## src/rtl/imm_pipe_pkg.sv

```systemverilog
// imm_pkg: opcodes, immediate format codes and the decoded-entry struct
// shared by the immediate pipeline.
// Optional build macro IMM_PIPE_CSR_EN enables the CSR zimm (Z) format.
package imm_pkg;

    // Widest supported datapath; entries are sized for it and trimmed to XLEN.
    localparam int XLEN_MAX = 64;

    localparam logic [6:0] OPC_STORE  = 7'h23;
    localparam logic [6:0] OPC_BRANCH = 7'h63;
    localparam logic [6:0] OPC_JAL    = 7'h6F;
    localparam logic [6:0] OPC_LUI    = 7'h37;
    localparam logic [6:0] OPC_AUIPC  = 7'h17;
    localparam logic [6:0] OPC_SYSTEM = 7'h73;

`ifdef IMM_PIPE_CSR_EN
    localparam bit CSR_EN = 1'b1;
`else
    localparam bit CSR_EN = 1'b0;
`endif

    typedef enum logic [2:0] {
        I = 3'd0,
        S = 3'd1,
        B = 3'd2,
        J = 3'd3,
        U = 3'd4,
        Z = 3'd5
    } imm_fmt_e;

    // Bits above XLEN are always zero.
    typedef struct packed {
        logic [XLEN_MAX-1:0] simm;
        logic [XLEN_MAX-1:0] uimm;
        imm_fmt_e            fmt;
    } imm_res_t;

    // Format selection from the opcode; funct3[2] distinguishes CSR immediates.
    function automatic imm_fmt_e fmt_of(input logic [6:0] opcode,
                                        input logic       funct3_msb);
        imm_fmt_e f;
        case (opcode)
            OPC_STORE:          f = S;
            OPC_BRANCH:         f = B;
            OPC_JAL:            f = J;
            OPC_LUI, OPC_AUIPC: f = U;
            OPC_SYSTEM:         f = (CSR_EN && funct3_msb) ? Z : I;
            default:            f = I;
        endcase
        return f;
    endfunction

endpackage

```

## src/rtl/imm_pipe_if.sv

```systemverilog
// imm_pipe_if: input instruction stream and output immediate stream.
// The slave modport is the pipeline's view; master is the fetch/execute side.
interface imm_pipe_if #(
    parameter int XLEN = 32,
    parameter int ILEN = 32
);
    logic            in_valid;
    logic            in_ready;
    logic [ILEN-1:0] insn;
    logic            out_valid;
    logic            out_ready;
    logic [XLEN-1:0] simm;
    logic [XLEN-1:0] uimm;
    logic [2:0]      fmt;

    modport master (
        output in_valid, insn, out_ready,
        input  in_ready, out_valid, simm, uimm, fmt
    );

    modport slave (
        input  in_valid, insn, out_ready,
        output in_ready, out_valid, simm, uimm, fmt
    );
endinterface

```

## src/rtl/imm_pipe_decode.sv

```systemverilog
// imm_decode: combinational RISC-V immediate generator feeding the buffer.
// Honours IMM_PIPE_CSR_EN through imm_pkg::fmt_of (Z format for CSR zimm).
module imm_decode
    import imm_pkg::*;
#(
    parameter int XLEN = 32
) (
    input  logic [31:0] insn,
    output imm_res_t    res
);

    imm_fmt_e    fmt;
    logic [31:0] imm_s;   // field sign-extended to 32 bits
    logic [31:0] imm_u;   // field zero-extended to 32 bits

    // Assemble the raw immediate field for the decoded format.
    always_comb begin
        fmt   = fmt_of(insn[6:0], insn[14]);
        imm_s = '0;
        imm_u = '0;
        case (fmt)
            S: begin
                imm_u = {20'b0, insn[31:25], insn[11:7]};
                imm_s = {{20{insn[31]}}, insn[31:25], insn[11:7]};
            end
            B: begin
                imm_u = {19'b0, insn[31], insn[7], insn[30:25], insn[11:8], 1'b0};
                imm_s = {{19{insn[31]}}, insn[31], insn[7], insn[30:25], insn[11:8], 1'b0};
            end
            J: begin
                imm_u = {11'b0, insn[31], insn[19:12], insn[20], insn[30:21], 1'b0};
                imm_s = {{11{insn[31]}}, insn[31], insn[19:12], insn[20], insn[30:21], 1'b0};
            end
            U: begin
                imm_u = {insn[31:12], 12'b0};
                imm_s = {insn[31:12], 12'b0};
            end
            Z: begin
                imm_u = {27'b0, insn[19:15]};
                imm_s = {27'b0, insn[19:15]};
            end
            default: begin
                imm_u = {20'b0, insn[31:20]};
                imm_s = {{20{insn[31]}}, insn[31:20]};
            end
        endcase
    end

    // Extend to XLEN (U sign-extends from bit 31, RV64 LUI semantics).
    always_comb begin
        res                = '0;
        res.simm[XLEN-1:0] = XLEN'($signed(imm_s));
        res.uimm[XLEN-1:0] = XLEN'(imm_u);
        res.fmt            = fmt;
    end

endmodule

```

## src/rtl/imm_pipe.sv

```systemverilog
// imm_pipe: pipelined immediate generator with a two-entry elastic buffer
// (OUT register plus SKID register) and a flush for redirects.
// Build macro IMM_PIPE_CSR_EN enables the Z (CSR zimm) format in the decoder.
module imm_pipe
    import imm_pkg::*;
#(
    parameter int XLEN = 32,
    parameter int ILEN = 32
) (
    input  logic      clk,
    input  logic      xreset,
    input  logic      flush,
    imm_pipe_if.slave bus
);

    if (ILEN != 32) begin : g_bad_ilen
        $error("imm_pipe: ILEN must be 32");
    end
    if (XLEN != 32 && XLEN != 64) begin : g_bad_xlen
        $error("imm_pipe: XLEN must be 32 or 64");
    end

    imm_res_t dec_res;
    imm_res_t out_q;
    imm_res_t skid_q;
    logic     out_v;
    logic     skid_v;
    logic     in_rdy;
    logic     in_fire;
    logic     out_fire;

    imm_decode #(.XLEN(XLEN)) u_decode (
        .insn (bus.insn),
        .res  (dec_res)
    );

    // Accept only while SKID is free; flush and reset block same-cycle input.
    assign in_rdy   = !skid_v && !flush && !xreset;
    assign in_fire  = bus.in_valid && in_rdy;
    assign out_fire = out_v && bus.out_ready;

    assign bus.in_ready  = in_rdy;
    assign bus.out_valid = out_v;
    assign bus.simm      = out_q.simm[XLEN-1:0];
    assign bus.uimm      = out_q.uimm[XLEN-1:0];
    assign bus.fmt       = out_q.fmt;

    if (XLEN < XLEN_MAX) begin : g_trim
        logic unused_hi;
        assign unused_hi = ^{out_q.simm[XLEN_MAX-1:XLEN], out_q.uimm[XLEN_MAX-1:XLEN]};
    end

    // Elastic buffer: refill OUT from SKID first, else from the decoder;
    // park the input in SKID when OUT is held. SKID is never loaded while
    // it drains because in_ready is low whenever SKID is occupied.
    always_ff @(posedge clk) begin
        if (xreset) begin
            out_v  <= 1'b0;
            skid_v <= 1'b0;
            out_q  <= '0;
            skid_q <= '0;
        end else if (flush) begin
            out_v  <= 1'b0;
            skid_v <= 1'b0;
        end else if (out_fire || !out_v) begin
            if (skid_v) begin
                out_q  <= skid_q;
                out_v  <= 1'b1;
                skid_v <= 1'b0;
            end else begin
                out_v <= in_fire;
                if (in_fire) begin
                    out_q <= dec_res;
                end
            end
        end else if (in_fire) begin
            skid_q <= dec_res;
            skid_v <= 1'b1;
        end
    end

endmodule

```

## src/flat_wrapper.sv

```systemverilog
// flat-port wrapper written by rule: the top's interface ports become plain ports
module imm_pipe_flat import imm_pkg::*;
#(
    parameter int XLEN = 32,
    parameter int ILEN = 32
)
  (clk, xreset, flush, bus_in_valid, bus_insn, bus_out_ready, bus_in_ready, bus_out_valid, bus_simm, bus_uimm, bus_fmt);
  imm_pipe_if #(.XLEN(XLEN), .ILEN(ILEN)) bus_i ();
  input  logic clk;
  input  logic xreset;
  input  logic flush;
  input wire logic [$bits(bus_i.in_valid)-1:0] bus_in_valid;
  input wire logic [$bits(bus_i.insn)-1:0] bus_insn;
  input wire logic [$bits(bus_i.out_ready)-1:0] bus_out_ready;
  output wire logic [$bits(bus_i.in_ready)-1:0] bus_in_ready;
  output wire logic [$bits(bus_i.out_valid)-1:0] bus_out_valid;
  output wire logic [$bits(bus_i.simm)-1:0] bus_simm;
  output wire logic [$bits(bus_i.uimm)-1:0] bus_uimm;
  output wire logic [$bits(bus_i.fmt)-1:0] bus_fmt;
  assign bus_i.in_valid = bus_in_valid;
  assign bus_i.insn = bus_insn;
  assign bus_i.out_ready = bus_out_ready;
  assign bus_in_ready = bus_i.in_ready;
  assign bus_out_valid = bus_i.out_valid;
  assign bus_simm = bus_i.simm;
  assign bus_uimm = bus_i.uimm;
  assign bus_fmt = bus_i.fmt;
  imm_pipe #(.XLEN(XLEN), .ILEN(ILEN)) u_core (.clk(clk), .xreset(xreset), .flush(flush), .bus(bus_i));
endmodule
```

## config.mk

```make
export PLATFORM = sky130hd
export DESIGN_NAME = imm_pipe_flat
export DESIGN_NICKNAME = d
export VERILOG_FILES = /design/src/rtl/imm_pipe_pkg.sv /design/src/rtl/imm_pipe_if.sv /design/src/rtl/imm_pipe_decode.sv /design/src/rtl/imm_pipe.sv /design/src/flat_wrapper.sv
export SDC_FILE = /design/constraint.sdc
export NUM_CORES = 1
export LEC_CHECK = 0
export ABC_AREA = 1
export CAP_MARGIN = 0
export CORE_ASPECT_RATIO = 1.1
export CORE_MARGIN = 2
export CORE_UTILIZATION = 40
export CTS_CLUSTER_DIAMETER = 40
export DETAILED_ROUTE_END_ITERATION = 12
export HOLD_SLACK_MARGIN = 0.03
export PLACE_DENSITY = 0.67
export SYNTH_ARGS = -nofsm -noshare
export SYNTH_HDL_FRONTEND = slang
export SYNTH_SLANG_ARGS = --single-unit
```

## constraint.sdc

```tcl
create_clock -name clk -period 1.72 [get_ports clk]
set_input_delay 0.344 -clock clk [delete_from_list [all_inputs] [get_ports clk]]
set_output_delay 0.344 -clock clk [all_outputs]
set_load 0.1 [all_outputs]
```

==> results of run 1 <==
[layer usage]
metal,global-route usage [%],up-vias,share of wire (%)
met2,34.6,230,46
met4,7.98,0,1.8
met3,2.70,26,6.3
met1,32.9,2588,46
li1,-,2779,-
met5,0,-,0
[stage by stage]
step	util [%]	setup TNS (ps)	hold slack [ps]	total power, mW
after global placement	57.1	-20600	435	3.99
after floorplan	-	-9190	424	3.49
after CTS	59.7	0	456	6.42
after detailed placement	57.1	-22670	441	4.00
final	60.4	0	469	6.44
after global routing	60.4	-13.8	483	6.61
[area by class of cell]
class | count | area (um2) | share of cell area, %
clock buffers | 10 | 239 | 2.90
clock inverters | 6 | 114 | 1.38
inverters | 46 | 173 | 2.10
multi-input cells | 527 | 2700 | 32.8
flip-flops and latches | 112 | 2250 | 27.3
well taps | 188 | 235 | 2.86
repair buffers | 186 | 2530 | 30.7
[sequential cells by signal (all words and copies together), names as in the netlist]
name	count
u_core.bus.out_valid	1
u_core.skid_v	1
u_core.bus.uimm	32
u_core.bus.simm	20
u_core.skid_q	55
u_core.bus.fmt	3
[power by group through the flow]
stage	registers (mW)	logic [mW]	clock network [mW]
floorplan	3.09	0.396	0
global placement	2.78	1.21	0
detailed placement	2.78	1.21	0
CTS	2.72	1.22	2.48
global route	2.73	1.30	2.58
finish	2.72	1.24	2.48
[cells by family after synthesis]
kind of cell	synth area share [%]
AND/OR/NAND/NOR	25.2
buffers and inverters	11.1
flip-flops	40.6
AO/OA/AOI/OAI	23.1
[timing repair]
action | in CTS | in global routing
gates resized for setup | 2 | 11
setup buffers | 0 | 2
setup endpoints to repair | 1 | 56
pin swaps | 1 | 4
hold buffers | 0 | 0
cloned | 0 | 2
[cell usage in the layout, fill, tap and decap left out, drive strengths merged]
cell type,n
clkinv,1
dlymetal6s2s,5
nand3b,1
a21oi,126
bufinv,3
or2,1
nand3,97
inv,47
dlygate4sd2,2
clkinvlp,1
clkbuf,11
nand2,86
a31oi,9
o21ai,107
buf,149
clkdlybuf4s50,29
nor2,100
dfxtp,112
[critical path: stages]
cell	delay, ps
clkdlybuf4s50_1	480
nand2_1	90
nor2_4	190
buf_12	150
o21ai_4	70
nand3_4	130
buf_12	150
nand2_2	60
o21ai_1	170
inv_1	70
[Yosys cell counts]
library cell	n
nor2_1	89
o21ai_0	75
buf_2	18
o21ai_4	1
buf_6	7
dfxtp_1	112
buf_8	1
a21oi_2	11
nor2_8	1
inv_2	9
buf_12	1
nand2_1	70
nor2_4	7
a31oi_1	9
nand2_2	13
buf_4	18
inv_1	37
nor2_2	3
nand2_4	3
o21ai_1	31
nand3b_1	1
buf_1	3
nand3_4	4
or2_1	1
nand3_2	3
a21oi_1	115
nand3_1	89
clkbuf_1	24
[worst max-delay path by stage]
| stage | end |
|---|---|
| global placement | u_core.bus.simm[28]$_SDFFE_PP0P_ |
| floorplan | u_core.skid_q[75]$_SDFFE_PP0P_ |
| detailed placement | u_core.bus.uimm[20]$_SDFFE_PP0P_ |
| global route | u_core.skid_q[92]$_SDFFE_PP0P_ |
| finish | u_core.skid_q[92]$_SDFFE_PP0P_ |
| CTS | u_core.bus.uimm[20]$_SDFFE_PP0P_ |
==> reports/results.ini, run 1 <==
[run_status]
status=complete, no violations

[final_layout]
drive_above_1_share_pct=25.5
final_nets=919
layout.cells.non_filler=1075
area_growth_pct=49.2
final_area_um2=8240
fillers=1226
n_antenna_cell=0

[setup_path]
start_kind=input port
cp-end-kind=flop
regToRegStartpoint=u_core.bus.out_valid$_SDFFE_PP0P_
rrSetupSlack_ps=260
startpoint=bus_insn[5]
crit-reg2reg-capture=u_core.bus.uimm[20]$_SDFFE_PP0P_
path_max_fanout=10
crit_arrival_ps=1920
critPathKind=in2reg
worstPathRequired_ps=1960
rr_worst_depth=8

[synth]
synth_top_area_share_pct=40.6
synth_seq_cells=112
synthTopCellsByArea=dfxtp_1, a21oi_1, nand3_1
syn-instance-count=756
yosysTopAreaCell=dfxtp_1
avgSynthCellArea_um2=7.30
synth_fp_nets=793
synth_cell_types=28
ys_seq_area_share_pct=40.6
yosys_warnings=0
synth_area_um2=5520

[sta]
fin_crit_sh_pct=97.9
max_slew_margin_pct=75.3
skew_ps=7.00
setup_violations=0
tightest_slew_ps=370
fmax_mhz=594
maxSlewViolCount=0
fin_crit_ps=1680
hold_violations=0
fin_ws_ps=36.8

[pwr]
swShare_pct=28.7
power.internal_mw=4.59
sequentialPowerShare_pct=42.3
peakVddDrop_mv=0.443
pwr-share-comb_pct=19.2
p_per_area_nw_per_um2=781
power_frac_clock_pct=38.5
netSwitchingPower_mw=1.85
leakage_nw=3.70

[clock_network]
clock_path_buffers=2
cts.sinks=112
htree_levels=3
clk-insertion-delay-late_ps=350
clockRootBuffer=clkbuf_16
tritoncts=built
cts_buffers=9
clk_pin_slew_ps=80

[detailed_routing]
wire_per_inst_um=15.5
finalWirelength_um=16700
ant_nets=0
vias_per_cell=5.23
drc=0
num_vias=5623
dr.pass1.iters=7
drt_iter0_drc=487

[min_path]
whs_endpoint=u_core.skid_q[0]$_SDFFE_PP0P_
hp-class=reg2reg
holdPathStages=2
min_from=u_core.skid_q[0]$_SDFFE_PP0P_

[floorplan]
io_pins=106
fp.dieW_um=116
die-area_um2=14800
core_area_um2=13600
die_y_um=127
rows=45
start_util_pct=40.5

[global_routing]
grt_overflow=0
antenna_found_initial=0
grt_pass1_wl_um=26900
first_global_vias=5295
track_usage_pct=22.6
grt_max_degree=40

[placed_design]
dp_hpwl_um=11400
pre_cts_ws_ps=-342
gp_congestion=0.880
place_area_um2=7780
dp.cells=1055
numPortBuffers=105

[flow_run]
cap_violations=0

Note: power is estimated with default switching activity, not from simulation.
==> inputs of run 2 (changes only) <==
--- a/config.mk
+++ b/config.mk
@@ -5,7 +5,7 @@
 export SDC_FILE = /design/constraint.sdc
 export NUM_CORES = 1
 export LEC_CHECK = 0
-export ABC_AREA = 1
+export ABC_AREA = 0
 export CAP_MARGIN = 0
 export CORE_ASPECT_RATIO = 1.1
 export CORE_MARGIN = 2
@@ -13,7 +13,7 @@
 export CTS_CLUSTER_DIAMETER = 40
 export DETAILED_ROUTE_END_ITERATION = 12
 export HOLD_SLACK_MARGIN = 0.03
-export PLACE_DENSITY = 0.67
+export PLACE_DENSITY = 0.69
 export SYNTH_ARGS = -nofsm -noshare
 export SYNTH_HDL_FRONTEND = slang
 export SYNTH_SLANG_ARGS = --single-unit
==> reports/results.ini, run 2 <==
[sta]
hold_violations=0
tightest_slew_ps=601
max_slew_margin_pct=59.9
setup_tns_ps=0
fin_crit_ps=1680
fin_crit_sh_pct=97.7
maxSlewViolCount=0
skew_ps=9.21
fmax_mhz=595
fin_ws_ps=39.4
setup_violations=0

[placed_design]
dp_hpwl_um=9940
dp.cells=831
place_area_um2=6930
numPortBuffers=105
pre_cts_ws_ps=-576
gp_congestion=0.877

[synth]
synth_top_area_share_pct=46.4
synth_commonest_cells=dfxtp_1, o21ai_0, a21oi_1
ys_seq_area_share_pct=46.4
yosys_warnings=0
syn-instance-count=588
synth_area_um2=4840
synth_seq_cells=112
avgSynthCellArea_um2=8.23
synthTopCellsByArea=dfxtp_1, o21ai_0, a21oi_1
synth_most_common_cell=dfxtp_1
ys.flop_type=dfxtp_1
synth_fp_nets=625
synthArstFlopShare_pct=0
synth_cell_types=45
yosysTopAreaCell=dfxtp_1
synth_edf_count=0

[flow_run]
cap_violations=0

[detailed_routing]
wire_per_inst_um=17.8
drt_iter0_drc=391
ant_nets=0
vias_per_cell=5.80
num_vias=4962
finalWirelength_um=15200
dr.pass1.iters=5
drc=0

[final_layout]
largest_reg_flops=55
final_area_um2=7470
final_util_pct=62.7
drive_above_1_share_pct=25.4
n_antenna_cell=0
fillers=938
mostFrequentLayoutCells=dfxtp_1, buf_12, a21oi_1, o21ai_0, nor2_1
largest-register=u_core.skid_q
final_nets=734
area_growth_pct=54.5
layout.cells.non_filler=856
mostFrequentLayoutCell=dfxtp_1

[pwr]
peakVddDrop_mv=0.632
p_per_area_nw_per_um2=820
leakage_nw=2.91

[clock_network]
htree_levels=3
clockRootBuffer=clkbuf_16
clock_path_buffers=2
tritoncts=built
cts.sinks=112
clk_pin_slew_ps=80
cts_buffers=9
clk-insertion-delay-late_ps=360

[global_routing]
antenna_found_initial=0
track_usage_pct=23.3
grt_max_degree=56
grt_overflow=0
grt_pass1_wl_um=23900
first_global_vias=4736

[min_path]
hp-class=in2reg

[floorplan]
rows=42
fp.dieW_um=109
die-area_um2=13000
io_pins=106
core_area_um2=11900
start_util_pct=40.5
die_y_um=119

[setup_path]
start_kind=flop
max_stage_delay_ps=360
path_cells=nor2b_1 -> buf_4 -> a211oi_4 -> buf_6 -> buf_4 -> o21ai_0 -> a221oi_1
cp_slowest_cell=dfxtp_4
cpMostUsedCell=buf_4
crit_arrival_ps=1940
cp-end-kind=flop
worstPathRequired_ps=1980
path_max_fanout=7
critPathKind=reg2reg

[run_status]
status=complete, no violations

run 2: final cells by class:
cell class                      count  area (um2)  area share, %
Clock buffer                        9         225           3.01
Clock inverter                      7        61.3          0.820
Inverter                            3        11.3          0.151
Multi-Input combinational cell    405        2340           31.3
Sequential cell                   112        2250           30.1
Tap cell                          154         193           2.58
Timing Repair Buffer              166        2400           32.1
run 2: power by group:
group / internal [mW] / switching, mW
Clock: 1.01 / 1.03
Sequential: 2.66 / 0.0861
Combinational: 0.511 / 0.839
Total: 4.18 / 1.95
run 2: worst paths after layout:
check,start,end,slack [ps],cells past startpoint
worst max-delay path,u_core.bus.out_valid$_SDFFE_PP0P_,u_core.bus.simm[22]$_SDFFE_PP0P_,40,7
worst min-delay path,bus_in_valid,u_core.skid_v$_SDFFE_PP0P_,340,3
worst min register to register,u_core.skid_q[77]$_SDFFE_PP0P_,u_core.skid_q[77]$_SDFFE_PP0P_,460,2
worst max register to register,u_core.bus.out_valid$_SDFFE_PP0P_,u_core.bus.simm[22]$_SDFFE_PP0P_,40,7
run 2: logic make-up (layout without fill, tap and decap cells):
| logic type | count (synthesis) | in the layout | share of synthesized area, % |
|---|---|---|---|
| AND/OR/NAND/NOR | 175 | 175 | 16.1 |
| multiplexers | 1 | 1 | 0.207 |
| AO/OA/AOI/OAI | 229 | 229 | 29.8 |
| buffers and inverters | 71 | 185 | 7.58 |
| flip-flops | 112 | 112 | 46.4 |
run 2: per-layer routing:
metal	routed length, um	up-vias	GRT usage (%)	part of all wire (%)
met5	0	-	0	0
met4	386	0	8.97	2.5
met3	1030	28	4.32	6.8
met2	7220	219	37.1	47
met1	6570	2388	31.1	43
li1	-	2327	-	-
run 2: critical path: cells and delay by family (launching register included):
kind / cells / cell delay, ps
AO/OA/AOI/OAI: 3 / 570
buffers and inverters: 3 / 520
flip-flops: 1 / 360
AND/OR/NAND/NOR: 1 / 140
run 2: per-stage QoR:
| step | hold slack (ps) | total power, mW |
|---|---|---|
| finish | 343 | 6.13 |
| global route | 388 | 6.30 |
| CTS | 407 | 6.12 |
| detailed placement | 445 | 4.11 |
| global placement | 440 | 4.10 |
| floorplan | 432 | 3.55 |
run 2: timing repair:
item                       in CTS  in global routing
setup endpoints to repair      48                 67
hold buffers                    0                  0
pin swaps                       3                  9
gates resized for setup        19                 33
setup buffers                   0                  4
gates cloned                    0                  5
